[config.mk]
export PLATFORM = sky130hd
export DESIGN_NAME = sram_port_arbiter
export DESIGN_NICKNAME = d
export VERILOG_FILES = /design/src/rtl/sram_port_arbiter.sv
export SDC_FILE = /design/constraint.sdc
export NUM_CORES = 1
export LEC_CHECK = 0
export BUFFER_PORTS_ARGS = -buffer_cell sky130_fd_sc_hd__buf_4
export CAP_MARGIN = 20
export CORE_ASPECT_RATIO = 0.6
export CORE_MARGIN = 2
export CORE_UTILIZATION = 30
export CTS_CLUSTER_SIZE = 14
export DETAILED_ROUTE_END_ITERATION = 7
export GPL_ROUTABILITY_DRIVEN = 0
export GPL_TIMING_DRIVEN = 0
export PLACE_DENSITY = 0.56
export SLEW_MARGIN = 25
export SYNTH_ARGS = -nofsm -noshare
export SYNTH_HDL_FRONTEND = slang
export SYNTH_SLANG_ARGS = --single-unit
export TNS_END_PERCENT = 30
[constraint.sdc]
create_clock -name Clk -period 3.03 [get_ports Clk]
set_input_delay 0.4545 -clock Clk [delete_from_list [all_inputs] [get_ports Clk]]
set_output_delay 0.4545 -clock Clk [all_outputs]
set_load 0.01 [all_outputs]
[src/rtl/sram_port_arbiter.sv]
// Two-master arbiter and fixed-length access sequencer for the external 1Mx16 SRAM.
// All outputs are registered; strobes are active-low and only asserted in ACCESS.
//
// state  | meaning
// IDLE   | sample requests, grant one (round-robin on tie)
// ACCESS | strobes active for WAIT_CYCLES cycles, addr/data held
// DONE   | strobes released, one-cycle ack to the granted master
module sram_port_arbiter #(
  parameter int WAIT_CYCLES = 2
) (
  input  logic        Clk,
  input  logic        Reset,
  input  logic        cpu_req,
  input  logic        cpu_we,
  input  logic [19:0] cpu_addr,
  input  logic [15:0] cpu_wdata,
  output logic [15:0] cpu_rdata,
  output logic        cpu_ack,
  input  logic        dma_req,
  input  logic        dma_we,
  input  logic [19:0] dma_addr,
  input  logic [15:0] dma_wdata,
  output logic [15:0] dma_rdata,
  output logic        dma_ack,
  output logic [19:0] ADDR,
  output logic [15:0] Data_to_SRAM,
  input  logic [15:0] Data_from_SRAM,
  output logic        Mem_CE,
  output logic        Mem_UB,
  output logic        Mem_LB,
  output logic        Mem_OE,
  output logic        Mem_WE,
  output logic        busy
);

  typedef enum logic [1:0] {IDLE, ACCESS, DONE} state_t;

  localparam logic [3:0] LAST_CNT = 4'(WAIT_CYCLES - 1);

  state_t      state_q, state_d;
  logic [3:0]  cnt_q, cnt_d;
  logic        gnt_dma_q, gnt_dma_d;
  logic        we_q, we_d;
  logic        last_dma_q, last_dma_d;
  logic [19:0] addr_d;
  logic [15:0] wdata_d;
  logic [15:0] cpu_rdata_d, dma_rdata_d;
  logic        cpu_ack_d, dma_ack_d;
  logic        pick_dma;
  logic        strobe_d;

  always_ff @(posedge Clk or posedge Reset) begin
    if (Reset) state_q <= IDLE;
    else       state_q <= state_d;
  end

  always_comb begin
    state_d     = state_q;
    cnt_d       = cnt_q;
    gnt_dma_d   = gnt_dma_q;
    we_d        = we_q;
    last_dma_d  = last_dma_q;
    addr_d      = ADDR;
    wdata_d     = Data_to_SRAM;
    cpu_rdata_d = cpu_rdata;
    dma_rdata_d = dma_rdata;
    cpu_ack_d   = 1'b0;
    dma_ack_d   = 1'b0;
    // On a tie the master that did not win last time gets the port.
    pick_dma    = dma_req & (~cpu_req | ~last_dma_q);
    case (state_q)
      IDLE: begin
        if (cpu_req | dma_req) begin
          gnt_dma_d = pick_dma;
          we_d      = pick_dma ? dma_we    : cpu_we;
          addr_d    = pick_dma ? dma_addr  : cpu_addr;
          wdata_d   = pick_dma ? dma_wdata : cpu_wdata;
          cnt_d     = 4'd0;
          state_d   = ACCESS;
        end
      end
      ACCESS: begin
        if (cnt_q == LAST_CNT) begin
          if (!we_q) begin
            if (gnt_dma_q) dma_rdata_d = Data_from_SRAM;
            else           cpu_rdata_d = Data_from_SRAM;
          end
          last_dma_d = gnt_dma_q;
          cpu_ack_d  = ~gnt_dma_q;
          dma_ack_d  = gnt_dma_q;
          state_d    = DONE;
        end else begin
          cnt_d = cnt_q + 4'd1;
        end
      end
      DONE:    state_d = IDLE;
      default: state_d = IDLE;
    endcase
    strobe_d = (state_d == ACCESS);
  end

  // Strobes and acks are registered from the next state so they line up with it.
  always_ff @(posedge Clk or posedge Reset) begin
    if (Reset) begin
      cnt_q        <= 4'd0;
      gnt_dma_q    <= 1'b0;
      we_q         <= 1'b0;
      last_dma_q   <= 1'b1;
      ADDR         <= 20'd0;
      Data_to_SRAM <= 16'd0;
      cpu_rdata    <= 16'd0;
      dma_rdata    <= 16'd0;
      cpu_ack      <= 1'b0;
      dma_ack      <= 1'b0;
      Mem_CE       <= 1'b1;
      Mem_UB       <= 1'b1;
      Mem_LB       <= 1'b1;
      Mem_OE       <= 1'b1;
      Mem_WE       <= 1'b1;
      busy         <= 1'b0;
    end else begin
      cnt_q        <= cnt_d;
      gnt_dma_q    <= gnt_dma_d;
      we_q         <= we_d;
      last_dma_q   <= last_dma_d;
      ADDR         <= addr_d;
      Data_to_SRAM <= wdata_d;
      cpu_rdata    <= cpu_rdata_d;
      dma_rdata    <= dma_rdata_d;
      cpu_ack      <= cpu_ack_d;
      dma_ack      <= dma_ack_d;
      Mem_CE       <= ~strobe_d;
      Mem_UB       <= ~strobe_d;
      Mem_LB       <= ~strobe_d;
      Mem_OE       <= ~(strobe_d & ~we_d);
      Mem_WE       <= ~(strobe_d & we_d);
      busy         <= (state_d != IDLE);
    end
  end

endmodule
==> flow_summary.html <==
<table>
<tr><th>Metric</th><th>Value</th></tr>
<tr><th colspan="2">Logic synthesis</th></tr>
<tr><td>Mean area per synthesized cell</td><td>15.2 µm²</td></tr>
<tr><td>Cell area after technology mapping</td><td>3710 µm²</td></tr>
<tr><td>Post-Syn Instances</td><td>244</td></tr>
<tr><td>Number of storage elements in the synthesis netlist</td><td>83</td></tr>
<tr><td>Most instantiated flip-flop cell in the synthesis netlist</td><td>sky130_fd_sc_hd__dfrtp_1</td></tr>
<tr><td>Number of warnings printed during yosys synthesis</td><td>0</td></tr>
<tr><td>Net count of the mapped netlist</td><td>340</td></tr>
<tr><td>Number of unique standard cell types used by synthesis</td><td>33</td></tr>
<tr><td>Post-synthesis sequential area ratio</td><td>56.1%</td></tr>
<tr><td>Fraction of registers with async set/reset</td><td>100%</td></tr>
<tr><td>Post-synth EDFFs</td><td>0</td></tr>
<tr><th colspan="2">Flow run</th></tr>
<tr><td>Max-cap violations</td><td>0</td></tr>
<tr><th colspan="2">STA</th></tr>
<tr><td>Clock skew after layout</td><td>8.95 ps</td></tr>
<tr><td>Max Freq</td><td>~0.52 GHz</td></tr>
<tr><td>Final-report max-slew violation count</td><td>0</td></tr>
<tr><td>Max transition margin</td><td>approximately three fifths</td></tr>
<tr><td>RSZ-0062 raised after global routing</td><td>no</td></tr>
<tr><td>Endpoints failing hold</td><td>0</td></tr>
<tr><td>Least-Margin Pin Slew</td><td>596 ps</td></tr>
<tr><td>Setup WS post-layout</td><td>about 1100 ps</td></tr>
<tr><td>Final Critical Period</td><td>1940 ps</td></tr>
<tr><td>Final period utilization</td><td>63.9%</td></tr>
<tr><td>Final-report setup violation count</td><td>0</td></tr>
<tr><th colspan="2">Power</th></tr>
<tr><td>Cell leakage power</td><td>approximately 2.6 nW</td></tr>
<tr><td>Fraction of power spent switching nets</td><td>between 30% and 40%</td></tr>
<tr><td>Clock power frac</td><td>between 10% and 20%</td></tr>
<tr><td>Int Pwr</td><td>0.00373 W</td></tr>
<tr><td>Part of the total power dissipated in combinational logic</td><td>44.2%</td></tr>
<tr><td>Total power draw</td><td>0.00545 W</td></tr>
<tr><td>Sequential share of power</td><td>36.7%</td></tr>
<tr><td>Worst-case vdd ir drop</td><td>around 0.44 mV</td></tr>
<tr><td>Switching pwr</td><td>0.00173 W</td></tr>
<tr><td>Total power density per cell area</td><td>about 990 nW/µm²</td></tr>
<tr><th colspan="2">Worst setup path</th></tr>
<tr><td>Slowest cell on the critical path</td><td>sky130_fd_sc_hd__nor3b_4</td></tr>
<tr><td>Critical Path Source Type</td><td>flip-flop</td></tr>
<tr><td>Setup crit end kind</td><td>flip-flop</td></tr>
<tr><td>Highest fanout seen on the critical path</td><td>10</td></tr>
<tr><td>Required time of the critical path</td><td>~3200 ps</td></tr>
<tr><td>RR Startpoint</td><td>cnt_q[1]</td></tr>
<tr><td>Critical path buffer and inverter count</td><td>2</td></tr>
<tr><td>Cell class contributing the biggest share of worst-path delay</td><td>simple AND/OR/NAND/NOR gates</td></tr>
<tr><td>Critical-path cell list</td><td>inv_1, ha_1, nor3b_4, nand4b_4, buf_6, mux2_4</td></tr>
<tr><td>Worst setup path class</td><td>reg2reg</td></tr>
<tr><td>Signal arrival time at the worst endpoint</td><td>2150 ps</td></tr>
<tr><td>R2R cell count</td><td>6</td></tr>
<tr><td>Worst R2R Setup Slack</td><td>around 1100 ps</td></tr>
<tr><td>Capture point of the worst reg-to-reg path</td><td>dma_rdata[14]</td></tr>
<tr><td>Delay contributed by the slowest stage of the critical path</td><td>410 ps</td></tr>
<tr><th colspan="2">Clocking</th></tr>
<tr><td>Worst-Skew Late Latency</td><td>330 ps</td></tr>
<tr><td>Number of gates given a new drive strength after cts</td><td>0</td></tr>
<tr><td>TritonCTS clock tree</td><td>done</td></tr>
<tr><td>Number of buffers between clock root and the deepest sink</td><td>2</td></tr>
<tr><td>Number of buffers inserted during clock tree synthesis</td><td>9</td></tr>
<tr><td>Number of sinks driven by the clock tree</td><td>83</td></tr>
<tr><td>Number of buffers inserted by hold repair at cts</td><td>0</td></tr>
<tr><td>Number of buffers inserted by post-CTS setup repair</td><td>0</td></tr>
<tr><td>Depth of the CTS H-tree</td><td>3</td></tr>
<tr><td>Clock Root Buffer</td><td>sky130_fd_sc_hd__clkbuf_16</td></tr>
<tr><td>Worst-path clk slew</td><td>60 ps</td></tr>
<tr><th colspan="2">Floorplanning</th></tr>
<tr><td>Overall die area</td><td>13300 µm²</td></tr>
<tr><td>Die X-Extent</td><td>around 150 µm</td></tr>
<tr><td>Ports</td><td>170</td></tr>
<tr><td>Core box area</td><td>12100 µm²</td></tr>
<tr><td>Starting density of the core</td><td>30.7%</td></tr>
<tr><td>Height of the chip</td><td>90.1 µm</td></tr>
<tr><td>Site Rows</td><td>31</td></tr>
<tr><th colspan="2">Cells and area</th></tr>
<tr><td>Most common cell after layout, fill and taps aside</td><td>sky130_fd_sc_hd__buf_4</td></tr>
<tr><td>Top library cells by usage in the layout, fill and taps aside</td><td>sky130_fd_sc_hd__buf_4 (174), sky130_fd_sc_hd__mux2_2 (96), sky130_fd_sc_hd__dfrtp_1 (79)</td></tr>
<tr><td>Antenna cells</td><td>0</td></tr>
<tr><td># fillers</td><td>1126</td></tr>
<tr><td>Area grow syn2layout</td><td>48.5%</td></tr>
<tr><td>Ratio of cells with drive above 1 in the final layout</td><td>73.5%</td></tr>
<tr><td>Number of nets in the finished design</td><td>521</td></tr>
<tr><th colspan="2">Outcome</th></tr>
<tr><td>Run status</td><td>finished, final reports clean</td></tr>
<tr><th colspan="2">Detailed routing</th></tr>
<tr><td>Number of vias per cell</td><td>4.32</td></tr>
<tr><td>Number of remaining DRC errors</td><td>0</td></tr>
<tr><td>Count of TritonRoute iterations in the first routing pass</td><td>4</td></tr>
<tr><td>DR iter-0 viols</td><td>56</td></tr>
<tr><td>Antenna Nets Post-Route</td><td>0</td></tr>
<tr><td>Total vias in the final route</td><td>2571</td></tr>
<tr><td>Post-detailed-routing wire length</td><td>about 9000 µm</td></tr>
<tr><td>Post-DR wirelength/cell</td><td>14.7 µm</td></tr>
<tr><th colspan="2">Global routing</th></tr>
<tr><td>Vias in the first global route</td><td>2744</td></tr>
<tr><td>Initial antenna violation count</td><td>0</td></tr>
<tr><td>Maximum number of pins on one net before global-route repair</td><td>58</td></tr>
<tr><td>Global-route wire length before repair</td><td>14200 µm</td></tr>
<tr><td>Total Routing Usage GR</td><td>13.5%</td></tr>
<tr><td>Grt total ovfl</td><td>0</td></tr>
<tr><th colspan="2">Placement</th></tr>
<tr><td>Post-placement worst setup slack</td><td>905 ps</td></tr>
<tr><td>Post-detail-place hpwl</td><td>6640 µm</td></tr>
<tr><td>Buffers added on ports</td><td>169</td></tr>
<tr><th colspan="2">Worst hold path</th></tr>
<tr><td>Worst min-delay path category</td><td>in2async</td></tr>
</table>
per-layer routing:
metal	track usage (%)	routed length [µm]	vias to the layer above
met4	2.56	45	0
li1	-	-	1232
met1	18.2	4100	1226
met2	20.7	3930	107
met5	0	0	-
met3	5.28	700	6
how the worst max path moves through the flow:
stage,from,to,slack (ps),cells after the start
final,cnt_q[1],dma_rdata[14],1090,6
after global routing,cnt_q[1],dma_rdata[9],970,6
after CTS,cnt_q[1],dma_rdata[14],1050,6
after detailed placement,dma_req,Data_to_SRAM[1],910,6
after global placement,Reset,Data_to_SRAM[0],-690,2
after floorplan,Reset,ADDR[0],450,1
metrics by stage:
stage	util, %	cells	TNS [ps]	instance area, µm²	hold slack [ps]
5_1_grt	45.6	595	0	5510	79.3
4_1_cts	45.6	595	0	5510	77.9
3_5_place_dp	43.2	579	0	5220	439
6_report	45.6	595	0	5510	74.2
3_3_place_gp	43.0	578	-54160	5180	490
2_1_floorplan	-	244	0	3710	494
sequential cells by signal (all words and copies together), names as in the netlist:
register and cells:
Mem_WE 1, cpu_ack 1, we_q 1, dma_ack 1, Mem_OE 1, state_q 2
gnt_dma_q 1, Data_to_SRAM 16, cnt_q 4, last_dma_q 1, ADDR 20, Mem_LB 1
dma_rdata 16, busy 1, cpu_rdata 16
cell usage after synthesis, types with 2 or more instances:
cell type / number / area (µm²)
sky130_fd_sc_hd__ha_1: 2 / 25.0
sky130_fd_sc_hd__mux2i_1: 2 / 20.0
sky130_fd_sc_hd__buf_4: 5 / 37.5
sky130_fd_sc_hd__a21oi_1: 2 / 10.0
sky130_fd_sc_hd__dfrtp_1: 79 / 1980
sky130_fd_sc_hd__nor3_1: 2 / 10.0
sky130_fd_sc_hd__dfstp_2: 4 / 105
sky130_fd_sc_hd__mux2_2: 96 / 1080
sky130_fd_sc_hd__buf_2: 6 / 30.0
sky130_fd_sc_hd__nor2_1: 7 / 26.3
sky130_fd_sc_hd__a21o_1: 2 / 15.0
sky130_fd_sc_hd__mux2_4: 10 / 150
sky130_fd_sc_hd__buf_6: 2 / 22.5
sky130_fd_sc_hd__inv_1: 5 / 18.8
sky130_fd_sc_hd__o21ai_0: 2 / 10.0
power by group through the flow:
stage	clock network, W	registers (W)	logic (W)
after detailed placement	0	0.00202	0.00246
after global routing	0.00114	0.00209	0.00261
after floorplan	0	0.00223	0.00109
after global placement	0	0.00201	0.00243
final	0.00104	0.00200	0.00241
after CTS	0.00108	0.00202	0.00247
cell type report:
type / instances / area, µm² / area share [%]
sequential: 83 / 2080 / 37.8
inverter: 5 / 23.8 / 0.432
buffer: 13 / 90.1 / 1.64
multi-input combinational: 143 / 1520 / 27.6
tap: 165 / 206 / 3.75
timing repair buffer: 170 / 1300 / 23.5
clock inverter: 5 / 37.5 / 0.682
clock buffer: 11 / 253 / 4.59
cells by family after synthesis:
logic type,share of synthesized area [%]
simple gates,4.42
mux,33.7
flops,56.1
compound gates,2.09
buf+inv,2.94
fa+ha+maj,0.675
Note: power is estimated with default switching activity, not from simulation.
